--- src/rtl/io_bus_arbiter_pkg.sv ---
// Shared state encoding, bus widths and request record for the IO bus arbiter.
package io_arb_pkg;

   localparam int BUS_AW = 32;
   localparam int BUS_DW = 32;

   typedef enum logic [1:0] {
      IDLE    = 2'd0,
      ISSUE   = 2'd1,
      RD_WAIT = 2'd2
   } arb_state_t;

   typedef struct packed {
      logic              wr;
      logic              rd;
      logic              lock;
      logic [BUS_AW-1:0] addr;
      logic [BUS_DW-1:0] wdata;
   } bus_req_t;

endpackage

--- src/rtl/io_bus_arbiter_if.sv ---
// Master-side request/grant signals plus the io_top bus, seen from both ends.
interface io_bus_arbiter_if #(
   parameter int NUM_MASTERS = 2
);
   import io_arb_pkg::*;

   logic [NUM_MASTERS-1:0]             m_req;
   logic [NUM_MASTERS-1:0]             m_wr;
   logic [NUM_MASTERS-1:0]             m_rd;
   logic [NUM_MASTERS-1:0]             m_lock;
   logic [NUM_MASTERS-1:0][BUS_AW-1:0] m_addr;
   logic [NUM_MASTERS-1:0][BUS_DW-1:0] m_wr_data;
   logic [NUM_MASTERS-1:0]             m_gnt;
   logic [NUM_MASTERS-1:0]             m_rd_valid;
   logic [BUS_DW-1:0]                  m_rd_data;

   logic                               bus_cs;
   logic                               bus_wr;
   logic                               bus_rd;
   logic [BUS_AW-1:0]                  bus_addr;
   logic [BUS_DW-1:0]                  bus_wr_data;
   logic [BUS_DW-1:0]                  bus_rd_data;

   modport slave (
      input  m_req, m_wr, m_rd, m_lock, m_addr, m_wr_data, bus_rd_data,
      output m_gnt, m_rd_valid, m_rd_data,
      output bus_cs, bus_wr, bus_rd, bus_addr, bus_wr_data
   );

   modport master (
      output m_req, m_wr, m_rd, m_lock, m_addr, m_wr_data, bus_rd_data,
      input  m_gnt, m_rd_valid, m_rd_data,
      input  bus_cs, bus_wr, bus_rd, bus_addr, bus_wr_data
   );

endinterface

--- src/rtl/io_bus_arbiter_rr_picker.sv ---
// Round-robin winner selection: first set request at or after i_ptr, wrapping.
module rr_picker #(
   parameter int NUM_MASTERS = 2
) (
   input  logic [NUM_MASTERS-1:0]         i_req,
   input  logic [$clog2(NUM_MASTERS)-1:0] i_ptr,
   output logic [NUM_MASTERS-1:0]         o_onehot,
   output logic [$clog2(NUM_MASTERS)-1:0] o_idx,
   output logic                           o_any
);
   localparam int IW = $clog2(NUM_MASTERS);

   logic [IW:0] w_cand;

   always_comb begin
      o_onehot = '0;
      o_idx    = '0;
      o_any    = 1'b0;
      w_cand   = '0;
      for (int i = 0; i < NUM_MASTERS; i++) begin
         w_cand = {1'b0, i_ptr} + (IW+1)'(i);
         if (w_cand >= (IW+1)'(NUM_MASTERS)) begin
            w_cand = w_cand - (IW+1)'(NUM_MASTERS);
         end
         if (!o_any && i_req[w_cand[IW-1:0]]) begin
            o_any                     = 1'b1;
            o_idx                     = w_cand[IW-1:0];
            o_onehot[w_cand[IW-1:0]]  = 1'b1;
         end
      end
   end

endmodule

--- src/rtl/io_bus_arbiter.sv ---
// Round-robin IO bus arbiter with registered issue, one-cycle read return and
// bounded bus lock for atomic register bursts.
module io_bus_arbiter
   import io_arb_pkg::*;
#(
   parameter int NUM_MASTERS = 2,
   parameter int LOCK_MAX    = 16
) (
   input logic             clk,
   input logic             reset,
   io_bus_arbiter_if.slave bus
);
   localparam int IW  = $clog2(NUM_MASTERS);
   localparam int LCW = (LOCK_MAX > 2) ? $clog2(LOCK_MAX) : 1;

   arb_state_t             r_state;
   arb_state_t             w_next;
   logic [IW-1:0]          r_rr_ptr;
   logic [IW-1:0]          r_owner;
   logic [NUM_MASTERS-1:0] r_gnt_oh;
   logic [LCW-1:0]         r_lock_cnt;
   logic                   r_wr;
   logic                   r_rd;
   logic                   r_lock;
   logic [BUS_AW-1:0]      r_addr;
   logic [BUS_DW-1:0]      r_wdata;
   logic [BUS_DW-1:0]      r_rd_data;
   logic [NUM_MASTERS-1:0] r_rd_valid;

   logic [NUM_MASTERS-1:0] w_pick_oh;
   logic [IW-1:0]          w_pick_idx;
   logic                   w_pick_any;
   logic [IW-1:0]          w_sel_idx;
   bus_req_t               w_sel;
   logic                   w_cont_ok;
   logic                   w_load;
   logic                   w_lock_inc;
   logic                   w_lock_clr;
   logic                   w_issue;

   rr_picker #(.NUM_MASTERS(NUM_MASTERS)) u_picker (
      .i_req    (bus.m_req),
      .i_ptr    (r_rr_ptr),
      .o_onehot (w_pick_oh),
      .o_idx    (w_pick_idx),
      .o_any    (w_pick_any)
   );

   // In IDLE the picker's winner is loaded; afterwards only the owner can reload.
   assign w_sel_idx   = (r_state == IDLE) ? w_pick_idx : r_owner;
   assign w_sel.wr    = bus.m_wr[w_sel_idx];
   assign w_sel.rd    = bus.m_rd[w_sel_idx] & ~bus.m_wr[w_sel_idx];
   assign w_sel.lock  = bus.m_lock[w_sel_idx];
   assign w_sel.addr  = bus.m_addr[w_sel_idx];
   assign w_sel.wdata = bus.m_wr_data[w_sel_idx];

   assign w_cont_ok = r_lock && (r_lock_cnt < LCW'(LOCK_MAX-1)) && bus.m_req[r_owner];

   always_comb begin
      w_next     = r_state;
      w_load     = 1'b0;
      w_lock_inc = 1'b0;
      w_lock_clr = 1'b0;
      case (r_state)
         IDLE: begin
            if (w_pick_any) begin
               w_load = 1'b1;
               w_next = ISSUE;
            end
         end
         ISSUE, RD_WAIT: begin
            if (r_state == ISSUE && r_rd) begin
               w_next = RD_WAIT;
            end else if (w_cont_ok) begin
               w_load     = 1'b1;
               w_lock_inc = 1'b1;
               w_next     = ISSUE;
            end else begin
               w_lock_clr = 1'b1;
               w_next     = IDLE;
            end
         end
         default: w_next = IDLE;
      endcase
   end

   always_ff @(posedge clk) begin
      if (reset) r_state <= IDLE;
      else       r_state <= w_next;
   end

   always_ff @(posedge clk) begin
      if (reset) begin
         r_rr_ptr   <= '0;
         r_owner    <= '0;
         r_gnt_oh   <= '0;
         r_lock_cnt <= '0;
         r_wr       <= 1'b0;
         r_rd       <= 1'b0;
         r_lock     <= 1'b0;
         r_rd_valid <= '0;
         r_rd_data  <= '0;
      end else begin
         r_rd_valid <= (r_state == RD_WAIT) ? r_gnt_oh : '0;
         if (r_state == RD_WAIT) r_rd_data <= bus.bus_rd_data;
         if (r_state == ISSUE) begin
            r_rr_ptr <= (r_owner == IW'(NUM_MASTERS-1)) ? '0 : r_owner + 1'b1;
         end
         if (r_state == IDLE && w_pick_any) begin
            r_owner  <= w_pick_idx;
            r_gnt_oh <= w_pick_oh;
         end
         if (w_load) begin
            r_wr   <= w_sel.wr;
            r_rd   <= w_sel.rd;
            r_lock <= w_sel.lock;
         end
         if (w_lock_inc)      r_lock_cnt <= r_lock_cnt + 1'b1;
         else if (w_lock_clr) r_lock_cnt <= '0;
      end
   end

   // Address/data payload needs no reset: it only reaches the bus while issuing.
   always_ff @(posedge clk) begin
      if (w_load) begin
         r_addr  <= w_sel.addr;
         r_wdata <= w_sel.wdata;
      end
   end

   assign w_issue         = (r_state == ISSUE);
   assign bus.bus_cs      = w_issue;
   assign bus.bus_wr      = w_issue & r_wr;
   assign bus.bus_rd      = w_issue & r_rd;
   assign bus.bus_addr    = w_issue ? r_addr  : '0;
   assign bus.bus_wr_data = w_issue ? r_wdata : '0;
   assign bus.m_gnt       = w_issue ? r_gnt_oh : '0;
   assign bus.m_rd_valid  = r_rd_valid;
   assign bus.m_rd_data   = r_rd_data;

endmodule

--- src/flat_wrapper.sv ---
// flat-port wrapper written by rule: the top's interface ports become plain ports
module io_bus_arbiter_flat import io_arb_pkg::*;
#(
   parameter int NUM_MASTERS = 2,
   parameter int LOCK_MAX    = 16
)
  (clk, reset, bus_m_req, bus_m_wr, bus_m_rd, bus_m_lock, bus_m_addr, bus_m_wr_data, bus_bus_rd_data, bus_m_gnt, bus_m_rd_valid, bus_m_rd_data, bus_bus_cs, bus_bus_wr, bus_bus_rd, bus_bus_addr, bus_bus_wr_data);
  io_bus_arbiter_if #(.NUM_MASTERS(NUM_MASTERS)) bus_i ();
  input logic clk;
  input logic reset;
  input wire logic [$bits(bus_i.m_req)-1:0] bus_m_req;
  input wire logic [$bits(bus_i.m_wr)-1:0] bus_m_wr;
  input wire logic [$bits(bus_i.m_rd)-1:0] bus_m_rd;
  input wire logic [$bits(bus_i.m_lock)-1:0] bus_m_lock;
  input wire logic [$bits(bus_i.m_addr)-1:0] bus_m_addr;
  input wire logic [$bits(bus_i.m_wr_data)-1:0] bus_m_wr_data;
  input wire logic [$bits(bus_i.bus_rd_data)-1:0] bus_bus_rd_data;
  output wire logic [$bits(bus_i.m_gnt)-1:0] bus_m_gnt;
  output wire logic [$bits(bus_i.m_rd_valid)-1:0] bus_m_rd_valid;
  output wire logic [$bits(bus_i.m_rd_data)-1:0] bus_m_rd_data;
  output wire logic [$bits(bus_i.bus_cs)-1:0] bus_bus_cs;
  output wire logic [$bits(bus_i.bus_wr)-1:0] bus_bus_wr;
  output wire logic [$bits(bus_i.bus_rd)-1:0] bus_bus_rd;
  output wire logic [$bits(bus_i.bus_addr)-1:0] bus_bus_addr;
  output wire logic [$bits(bus_i.bus_wr_data)-1:0] bus_bus_wr_data;
  assign bus_i.m_req = bus_m_req;
  assign bus_i.m_wr = bus_m_wr;
  assign bus_i.m_rd = bus_m_rd;
  assign bus_i.m_lock = bus_m_lock;
  assign bus_i.m_addr = bus_m_addr;
  assign bus_i.m_wr_data = bus_m_wr_data;
  assign bus_i.bus_rd_data = bus_bus_rd_data;
  assign bus_m_gnt = bus_i.m_gnt;
  assign bus_m_rd_valid = bus_i.m_rd_valid;
  assign bus_m_rd_data = bus_i.m_rd_data;
  assign bus_bus_cs = bus_i.bus_cs;
  assign bus_bus_wr = bus_i.bus_wr;
  assign bus_bus_rd = bus_i.bus_rd;
  assign bus_bus_addr = bus_i.bus_addr;
  assign bus_bus_wr_data = bus_i.bus_wr_data;
  io_bus_arbiter #(.NUM_MASTERS(NUM_MASTERS), .LOCK_MAX(LOCK_MAX)) u_core (.clk(clk), .reset(reset), .bus(bus_i));
endmodule
--- config.mk ---
export PLATFORM = sky130hd
export DESIGN_NAME = io_bus_arbiter_flat
export DESIGN_NICKNAME = d
export VERILOG_FILES = /design/src/rtl/io_bus_arbiter_pkg.sv /design/src/rtl/io_bus_arbiter_if.sv /design/src/rtl/io_bus_arbiter_rr_picker.sv /design/src/rtl/io_bus_arbiter.sv /design/src/flat_wrapper.sv
export SDC_FILE = /design/constraint.sdc
export NUM_CORES = 1
export LEC_CHECK = 0
export BUFFER_PORTS_ARGS = -buffer_cell sky130_fd_sc_hd__buf_2
export CAP_MARGIN = 20
export CORE_MARGIN = 2
export CORE_UTILIZATION = 48
export DETAILED_ROUTE_END_ITERATION = 8
export GPL_TIMING_DRIVEN = 0
export PLACE_DENSITY = 0.93
export SLEW_MARGIN = 20
export SYNTH_ARGS = -nofsm -noshare
export SYNTH_HDL_FRONTEND = slang
export SYNTH_SLANG_ARGS = --single-unit
--- constraint.sdc ---
create_clock -name clk -period 7.5 [get_ports clk]
set_input_delay 1.5 -clock clk [delete_from_list [all_inputs] [get_ports clk]]
set_output_delay 1.5 -clock clk [all_outputs]
set_load 0.01 [all_outputs]
==> metrics.yaml <==
status:
  status: "complete, no violations"
clock_tree:
  postCtsSetupRepairBufs: 0
  cts_made_buffers: 9
  path_clk_slew_ns: 0.10
  cts_tree: "done"
  clkSinkCount: 111
  holdBufCountCts: 0
  postCtsResizedCells: 0
  root_buffer: "clkbuf_8"
  cts_htree_levels: 3
  insertion_delay_ns: 0.36
  cts_buffer_depth: 2
sta:
  period_needed_ns: 3.97
  fmax_mhz: 252
  fin_skew_ns: 0.0109
  setup_violations: 0
  rsz0062_at_grt: "no"
  finalSetupTns_ns: 0
  worstMarginPinSlew_ns: 0.925
  maxSlewHeadroom_pct: 38.3
  setup_ws_ns: 3.53
  hold_violations: 0
  post-route-period-util_pct: 52.9
  slew_viol_final: 0
grt:
  grt_start_max_net_pins: 68
  grt_overflow: 0
  grt_pass1_vias: 4210
  antenna_found_initial: 1
  grt_first_pass_wirelength_um: 20700
  track_usage_pct: 23.9
worst_hold_path:
  min_from: "u_core.r_lock_cnt[3]"
  holdPathEnd: "u_core.r_lock_cnt[3]"
  hold_class: "register to register"
  holdPathStages: 2
yosys:
  synth-seq-cells: 111
  ys_async_sr_fraction_pct: 0
  synthDistinctLibCells: 36
  syn_area_um2: 5010
  yosysSeqAreaShare_pct: 57.1
  syn-num-nets: 575
  synth_edf_count: 64
  yosys_most_used_dff: "edfxtp_1"
  synth_cells: 400
  avgSynthCellArea_um2: 12.5
  ys.warnings.count: 0
place:
  gp_congestion: 0.960
  pre_cts_ws_ns: 3.89
  placed_cell_area_um2: 6550
  dp.final_hpwl_um: 10900
  port_buffers: 272
setup_path:
  arrival_ns: 2.47
  rrSetupSlack_ns: 4.89
  timing.rr.end: "u_core.r_addr[25]"
  worstSetupPathType: "register to primary output"
  end_kind: "primary output"
  crit_fanout: 10
  critPathRequiredTime_ns: 6.00
  r2r_start: "u_core.r_state[1]"
  worst-r2r-cell-count: 6
  crit_path_start_kind: "register"
detailed_routing:
  ant_nets: 0
  wl_per_cell_um: 16.7
  finalWirelength_um: 13800
  viasPerCell: 5.09
  initialDrtViolationCount: 178
  firstDrtPassIters: 4
  drc: 0
  vias: 4199
cells_and_area:
  final_cell_area_um2: 6750
  drive_above_1_share_pct: 53.2
  finalNetCount: 858
  layout_common_cells: "buf_2, and2_1, mux2_2, edfxtp_1, dfxtp_1"
  fillerInstances: 772
  syn_to_final_growth_pct: 34.8
  layout_commonest_cell: "buf_2"
  final_core_util_pct: 66.0
die:
  io_pins: 273
  rows: 37
  start_util_pct: 49.0
  die_h_um: 106
  dieArea_um2: 11300
  die_x_um: 106
  core_um2: 10200
flow_run:
  cap_viol_max_count: 0
power_and_ir_drop:
  p_total_mw: 1.39
  p_leak_nw: 3.11
  vdd_ir_drop_max_uv: 125
  cellPowerDensity_nw_per_um2: 206
## flip-flops by register name, indices dropped and copies added (netlist names)
name / cells
u_core.bus.m_rd_data: 32
u_core.r_addr: 32
u_core.r_wdata: 32
u_core.r_lock_cnt: 4
u_core.bus.m_rd_valid: 2
u_core.r_gnt_oh: 2
u_core.r_state: 2
u_core.r_lock: 1
u_core.r_owner: 1
u_core.r_rd: 1
u_core.r_rr_ptr: 1
u_core.r_wr: 1
## critical path, stage by stage, from the launching register on
cell and delay, ns:
dfxtp_1 0.42, ha_1 0.19, clkbuf_1 0.36, clkbuf_1 0.48
clkbuf_1 0.31, and2_1 0.20, buf_2 0.14
## cells by family (layout without fill, tap and decap cells)
group	count (synthesis)	in the layout	synth area share (%)
AO/OA/AOI/OAI	23	23	3.00
buffers and inverters	30	318	2.77
adder cells (fa/ha/maj)	5	5	1.25
AND/OR/NAND/NOR	130	130	14.1
XOR/XNOR	2	2	0.350
multiplexers	99	99	21.4
flip-flops	111	111	57.1
other	0	1	0
## synth_stat cells, drive strengths merged (5+ instances only)
library cell	instances	area share [%]
and2	67	8.4
mux2	64	14
mux2i	35	7.0
clkbuf	11	0.82
nand2	6	0.45
buf	14	1.6
ha	5	1.2
nor2	40	3.0
a21oi	7	0.70
dfxtp	47	19
inv	5	0.37
edfxtp	64	38
## how the worst max path moves through the flow
| stage | cells past startpoint | startpoint | end | slack [ns] |
|---|---|---|---|---|
| floorplan | 3 | bus_m_req[0] | u_core.r_addr[0] | 4.31 |
| global placement | 4 | bus_m_req[1] | u_core.r_addr[16] | 3.78 |
| detailed placement | 6 | u_core.r_state[0] | bus_bus_addr[23] | 3.89 |
| CTS | 6 | u_core.r_state[0] | bus_bus_addr[23] | 3.47 |
| global route | 6 | u_core.r_state[0] | bus_bus_addr[23] | 3.25 |
| finish | 6 | u_core.r_state[0] | bus_bus_addr[23] | 3.53 |
## metal layers
layer	track usage, %	vias up	routed length [um]
met1	26.1	1985	5240
li1	-	1967	-
met5	0	-	0
met3	5.89	49	975
met2	41.5	198	7020
met4	15.2	0	578
## cell type report
type	instances	area [um^2]	share of cell area [%]
inverters	5	18.8	0.278
multi-input cells	259	2010	29.8
clock buffers	11	151	2.24
repair buffers	272	1360	20.2
diodes	1	2.50	0.0371
flip-flops and latches	111	2860	42.4
clock inverters	5	55.1	0.815
plain buffers	25	120	1.78
well taps	136	170	2.52
## stage by stage
stage,hold WS (ns),instances
global placement,0.465,808
finish,0.489,825
floorplan,0.453,400
detailed placement,0.481,808
global route,0.531,825
CTS,0.495,824
## report_power, final
group          switching, mW  total [mW]  internal [mW]
clock                  0.197       0.369          0.173
sequential            0.0174       0.737          0.719
combinational          0.148       0.284          0.136
(Power assumes the default switching activity.)
